**src/rtl/core_pkg.sv**
```systemverilog
// Shared core definitions: write-back load-type codes and performance
// counter selectors used by the MEM/WB segment.
package core_pkg;

  // Load-type / write code carried on reg_write_m / reg_write_w.
  typedef enum logic [2:0] {
    RW_NONE  = 3'd0,
    RW_WORD  = 3'd1,
    RW_HALF  = 3'd2,
    RW_HALFU = 3'd3,
    RW_BYTE  = 3'd4,
    RW_BYTEU = 3'd5,
    RW_ALU   = 3'd6
  } reg_write_e;

  // Performance counter selectors (cnt_sel values).
  localparam logic [1:0] CNT_RD_HIT  = 2'd0;
  localparam logic [1:0] CNT_RD_MISS = 2'd1;
  localparam logic [1:0] CNT_WR_HIT  = 2'd2;
  localparam logic [1:0] CNT_WR_MISS = 2'd3;

  // Classify an access; a read wins when read and write are both requested.
  function automatic logic [1:0] access_class(input logic is_read, input logic miss);
    if (is_read) return miss ? CNT_RD_MISS : CNT_RD_HIT;
    else         return miss ? CNT_WR_MISS : CNT_WR_HIT;
  endfunction

endpackage

```
**src/rtl/perf_counter_sat.sv**
```systemverilog
// Saturating up-counter with synchronous clear; clear beats increment.
module perf_counter_sat #(
  parameter int CNT_W = 32
) (
  input  logic             clk,
  input  logic             rst,
  input  logic             inc,
  input  logic             clr,
  output logic [CNT_W-1:0] count
);

  // Count up on inc, stick at all-ones, zero on clr.
  // NOTE: sequential state uses non-blocking assignments so every register
  // samples pre-edge values regardless of block ordering.
  always_ff @(posedge clk or posedge rst) begin
    if (rst)                   count <= '0;
    else if (clr)              count <= '0;
    else if (inc && count != '1) count <= count + 1'b1;
  end

endmodule

```
**src/rtl/mem_wb_stage.sv**
```systemverilog
// MEM/WB segment register with data-cache request drive, load-data hold
// across stalls, flush, and per-class saturating access counters.
module mem_wb_stage
  import core_pkg::*;
#(
  parameter int XLEN    = 32,
  parameter int BSEL_W  = $clog2(XLEN/8),
  parameter int RADDR_W = 5,
  parameter int CNT_W   = 32
) (
  input  logic                clk,
  input  logic                rst,
  input  logic                en,
  input  logic                clear,
  input  logic [XLEN-1:0]     addr_m,
  input  logic [XLEN-1:0]     wd_m,
  input  logic [XLEN/8-1:0]   we_m,
  input  logic                mem_to_reg_m,
  input  logic [XLEN-1:0]     result_m,
  input  logic [RADDR_W-1:0]  rd_m,
  input  logic [2:0]          reg_write_m,
  output logic [XLEN-1:0]     cache_addr,
  output logic                cache_rd_req,
  output logic                cache_wr_req,
  output logic [XLEN-1:0]     cache_wr_data,
  input  logic [XLEN-1:0]     cache_rd_data,
  input  logic                cache_miss,
  output logic                stall_req,
  output logic [XLEN-1:0]     rd_w,
  output logic [BSEL_W-1:0]   bsel_w,
  output logic [XLEN-1:0]     result_w,
  output logic [RADDR_W-1:0]  rdidx_w,
  output logic [2:0]          reg_write_w,
  output logic                mem_to_reg_w,
  input  logic [1:0]          cnt_sel,
  input  logic                cnt_clr,
  output logic [CNT_W-1:0]    cnt_value
);

  logic            hold;
  logic [XLEN-1:0] held;
  logic            counted;
  logic            access_valid;
  logic            count_now;
  logic [1:0]      cls;
  logic [3:0]      cnt_inc;
  logic [CNT_W-1:0] cnt [4];

  // Cache requests come straight from memory-stage signals.
  assign cache_addr    = addr_m;
  assign cache_rd_req  = mem_to_reg_m;
  assign cache_wr_req  = |we_m;
  assign cache_wr_data = wd_m;
  assign access_valid  = cache_rd_req | cache_wr_req;
  assign stall_req     = cache_miss & access_valid;

  // Load data comes from the bus unless a stall froze it.
  assign rd_w = hold ? held : cache_rd_data;

  // Segment registers: flush on en&clear, advance on en, hold otherwise.
  always_ff @(posedge clk or posedge rst) begin
    if (rst) begin
      bsel_w       <= '0;
      result_w     <= '0;
      rdidx_w      <= '0;
      reg_write_w  <= '0;
      mem_to_reg_w <= 1'b0;
    end else if (en) begin
      if (clear) begin
        bsel_w       <= '0;
        result_w     <= '0;
        rdidx_w      <= '0;
        reg_write_w  <= '0;
        mem_to_reg_w <= 1'b0;
      end else begin
        bsel_w       <= addr_m[BSEL_W-1:0];
        result_w     <= result_m;
        rdidx_w      <= rd_m;
        reg_write_w  <= reg_write_m;
        mem_to_reg_w <= mem_to_reg_m;
      end
    end
  end

  // Freeze load data on a hold edge; release it when the segment advances.
  // held re-captures rd_w, which is already held data after the first stall edge.
  always_ff @(posedge clk or posedge rst) begin
    if (rst) begin
      hold <= 1'b0;
      held <= '0;
    end else if (en) begin
      hold <= 1'b0;
      held <= '0;
    end else begin
      hold <= 1'b1;
      held <= rd_w;
    end
  end

  // Count each access once per pipeline advance.
  assign count_now = access_valid & ~counted;
  assign cls       = access_class(cache_rd_req, cache_miss);

  // Remember that a stalled access has already been counted.
  always_ff @(posedge clk or posedge rst) begin
    if (rst)            counted <= 1'b0;
    else if (en)        counted <= 1'b0;
    else if (count_now) counted <= 1'b1;
  end

  // One saturating counter per access class.
  for (genvar i = 0; i < 4; i++) begin : g_cnt
    assign cnt_inc[i] = count_now && (cls == 2'(i));

    perf_counter_sat #(.CNT_W(CNT_W)) u_cnt (
      .clk   (clk),
      .rst   (rst),
      .inc   (cnt_inc[i]),
      .clr   (cnt_clr),
      .count (cnt[i])
    );
  end

  // Readout mux for the selected counter.
  // NOTE: the default assignment first keeps this block free of inferred latches.
  always_comb begin
    cnt_value = '0;
    case (cnt_sel)
      CNT_RD_HIT:  cnt_value = cnt[0];
      CNT_RD_MISS: cnt_value = cnt[1];
      CNT_WR_HIT:  cnt_value = cnt[2];
      CNT_WR_MISS: cnt_value = cnt[3];
      default:     cnt_value = '0;
    endcase
  end

endmodule
```
**config.mk**
```make
export PLATFORM = sky130hd
export DESIGN_NAME = mem_wb_stage
export DESIGN_NICKNAME = d
export VERILOG_FILES = /design/src/rtl/core_pkg.sv /design/src/rtl/perf_counter_sat.sv /design/src/rtl/mem_wb_stage.sv
export SDC_FILE = /design/constraint.sdc
export NUM_CORES = 1
export LEC_CHECK = 0
export CAP_MARGIN = 20
export CORE_ASPECT_RATIO = 1.75
export CORE_MARGIN = 2
export CORE_UTILIZATION = 49
export DETAILED_ROUTE_END_ITERATION = 16
export GPL_ROUTABILITY_DRIVEN = 0
export PLACE_DENSITY = 0.81
export REMOVE_ABC_BUFFERS = 1
export SLEW_MARGIN = 20
export SYNTH_ARGS = -nofsm -noshare
export SYNTH_HDL_FRONTEND = slang
export SYNTH_SLANG_ARGS = --single-unit
```
**constraint.sdc**
```tcl
create_clock -name clk -period 9.15 [get_ports clk]
set_input_delay 1.3725 -clock clk [delete_from_list [all_inputs] [get_ports clk]]
set_output_delay 1.3725 -clock clk [all_outputs]
set_load 0.03 [all_outputs]
```
==> out/metrics.csv <==
metric;value;unit
worstPathRequired;7780;ps
synth-seq-area-share;0.441;
mux_share_of_post_synthesis_cell_area;0.0994;
maximum_number_of_pins_on_one_net_before_global_route_repair;134;
holdWs;517;ps
cts_hold_buffers;0;
grt_setup_unrepaired;no;
largest_family_of_logic_cells_by_synthesized_area;simple AND/OR/NAND/NOR gates;
drc_errors;0;
worst_slew_margin_rel;0.248;
adder_cell_share_of_the_synthesized_area;0.00430;
overall_routing_resource_usage;0.281;
initial_utilization;0.499;
die_h;208;um
yosysUniqueCellTypes;58;
r2r_cells;6;
most_common_flop_cell_mapped_by_yosys;dfrtp_1;
finish.net_count;1429;
outcome;complete, no violations;
via_count;10004;
mostFrequentLayoutCell;dfrtp_1;
fin_setup_tns;0;ps
synth-seq-cells;205;
leakage;5.36;nW
worst_setup_hold_path_clk_slew;70;ps
critical_path.max_fanout;32;
tightestPinTransition;1110;ps
post_synth_xor_area_fraction;0.0150;
first_global_vias;9880;
rows;74;
timing.hold.worst_path_depth;1;
ant_cells;0;
worst-setup-path-type;input port to output port;
die_width;121;um
avgRoutedWirePerCell;22.5;um
core-area;0.0233;sq mm
area.growth.synth_to_final;21.0;%
maximum_count_of_clock_buffers_along_a_single_path;3;
min_period;4780;ps
drt_wl_total;35800;um
power.density;152;mW/mm^2
synth_simple_gate_area_share;0.224;
mostFrequentLayoutCells;204 x dfrtp_1, 195 x clkdlybuf4s50_1, 95 x a21oi_1;
grt_antenna_before_repair;0;
synth_compound_area_frac;0.133;
final_core_utilization;0.604;
firstDrtPassIters;4;
synth-async-reset-ratio;1.00;
fmax;0.209;GHz
post_cts.resized_instances;0;
dpl.hpwl;26600;um
postCtsSetupBuffers;0;
port_buffers;198;
clock_insertion_delay_worst_skew;500;ps
synth_enable_flop_cells;0;
worst-r2r-setup-slack;6020;ps
cp_data_arrival_time;3400;ps
cts_max_level;1;
synthesis.area;0.0116;sq mm
hold_viol;0;
slew_violations;0;
design.die.area;0.0251;sq mm
post_route_cells_drive_above_1_share;0.105;
cts_root_buffer;clkbuf_16;
peakVddDrop;0.131;mV
io-pin-count;323;
crit_share_post_route;0.522;
class_of_the_most_critical_hold_timing_path;register to register;
grt_pass1_wl;55100;um
drt_first_iter_violations;598;
fin_skew;7.82;ps
cts_made_buffers;20;
crit_path_end_kind;output port;
drt-vias-per-instance;6.28;
max_cap_violations;0;
clock_sink_count;205;
yosysWarningCount;0;
startpoint_class_of_the_critical_path;input port;
cts_tree;built;
synthesis.area_per_instance;9.90;sq um
route.antenna.remaining_nets;0;
finalSetupViolCount;0;
syn_inst;1176;
grt_remaining_overflow;0;
==> per-layer routing <==
layer | up-vias | share of wire | global-route usage
li1 | 4488 | - | -
met1 | 4835 | 0.33 | 0.292
met2 | 556 | 0.49 | 0.479
met3 | 121 | 0.11 | 0.106
met4 | 4 | 0.063 | 0.156
met5 | - | 0.0028 | 0.0282
==> stage by stage <==
| stage | std cells | instance area (sq um) | total power, mW | setup WS (ps) |
|---|---|---|---|---|
| after floorplan | 1046 | 10900 | 1.08 | 2180 |
| after global placement | 1557 | 13300 | 1.22 | 4390 |
| after detailed placement | 1557 | 13300 | 1.22 | 4370 |
| after CTS | 1593 | 14100 | 2.15 | 4360 |
| after global routing | 1594 | 14100 | 2.20 | 4330 |
| final | 1594 | 14100 | 2.14 | 4370 |
==> sequential cells by signal, indices dropped and copies added (netlist names), 2 cells and up <==
name / count
g_cnt.u_cnt.count: 128
held: 32
result_w: 32
rdidx_w: 5
reg_write_w: 3
bsel_w: 2
==> logic make-up after synthesis <==
| logic type | after synthesis |
|---|---|
| AND/OR/NAND/NOR | 427 |
| AO/OA/AOI/OAI | 261 |
| flip-flops | 205 |
| buffers and inverters | 188 |
| multiplexers | 71 |
| XOR/XNOR | 20 |
| adder cells (fa/ha/maj) | 4 |
==> worst max-delay path, stage by stage <==
cell and delay, ps:
clkdlybuf4s50_1 450, buf_4 400, mux4_2 570, clkdlybuf4s50_1 610
==> worst paths after layout <==
path | endpoint | from
hold / removal | bsel_w[1] | bsel_w[1]
setup reg to reg | g_cnt[2].u_cnt.count[22] | g_cnt[2].u_cnt.count[0]
setup / recovery | cnt_value[31] | cnt_sel[0]
min in group asynchronous | g_cnt[0].u_cnt.count[7] | rst
hold reg to reg | bsel_w[1] | bsel_w[1]
max in group asynchronous | g_cnt[0].u_cnt.count[27] | rst
==> synthesized netlist by cell type (all sizes together) (2+ instances only) <==
| library cell | count | share of area |
|---|---|---|
| buf | 86 | 0.051 |
| nor2 | 37 | 0.012 |
| nand3b | 41 | 0.026 |
| and4 | 18 | 0.014 |
| clkbuf | 44 | 0.014 |
| nand2 | 62 | 0.020 |
| o21ai | 85 | 0.037 |
| or3b | 2 | 0.0015 |
| o21a | 6 | 0.0039 |
| xor2 | 12 | 0.0090 |
| mux2 | 37 | 0.036 |
| mux4 | 32 | 0.062 |
| or3 | 48 | 0.026 |
| nor2b | 6 | 0.0032 |
| a21oi | 95 | 0.041 |
| ha | 4 | 0.0043 |
| or2 | 3 | 0.0016 |
| nand3 | 43 | 0.018 |
| or4 | 50 | 0.033 |
| o2111ai | 4 | 0.0030 |
| nor4 | 18 | 0.014 |
| dfrtp | 205 | 0.44 |
| o31ai | 50 | 0.034 |
| a22o | 5 | 0.0038 |
| o31a | 2 | 0.0015 |
| and3 | 11 | 0.0059 |
| nand4 | 35 | 0.019 |
| xnor2 | 8 | 0.0060 |
| inv | 57 | 0.018 |
| mux2i | 2 | 0.0017 |
| a21o | 2 | 0.0013 |
| o211ai | 4 | 0.0026 |
| nor3 | 11 | 0.0052 |
| and2 | 39 | 0.021 |
| o311ai | 2 | 0.0015 |
==> power breakdown <==
group	internal, mW	total, mW	switching (mW)
logic	0.114	0.258	0.145
registers	0.930	0.946	0.0158
clock network	0.565	0.931	0.365
total	1.61	2.14	0.526
==> final cells by class <==
cell class	instances	area [sq um]
sequential	205	5130
clock inverter	10	159
timing repair buffer	208	2050
fill	1984	9250
clock buffer	26	584
multi-input combinational	783	5560
tap	304	380
inverter	58	225
Power figures use the tool's default switching activity.
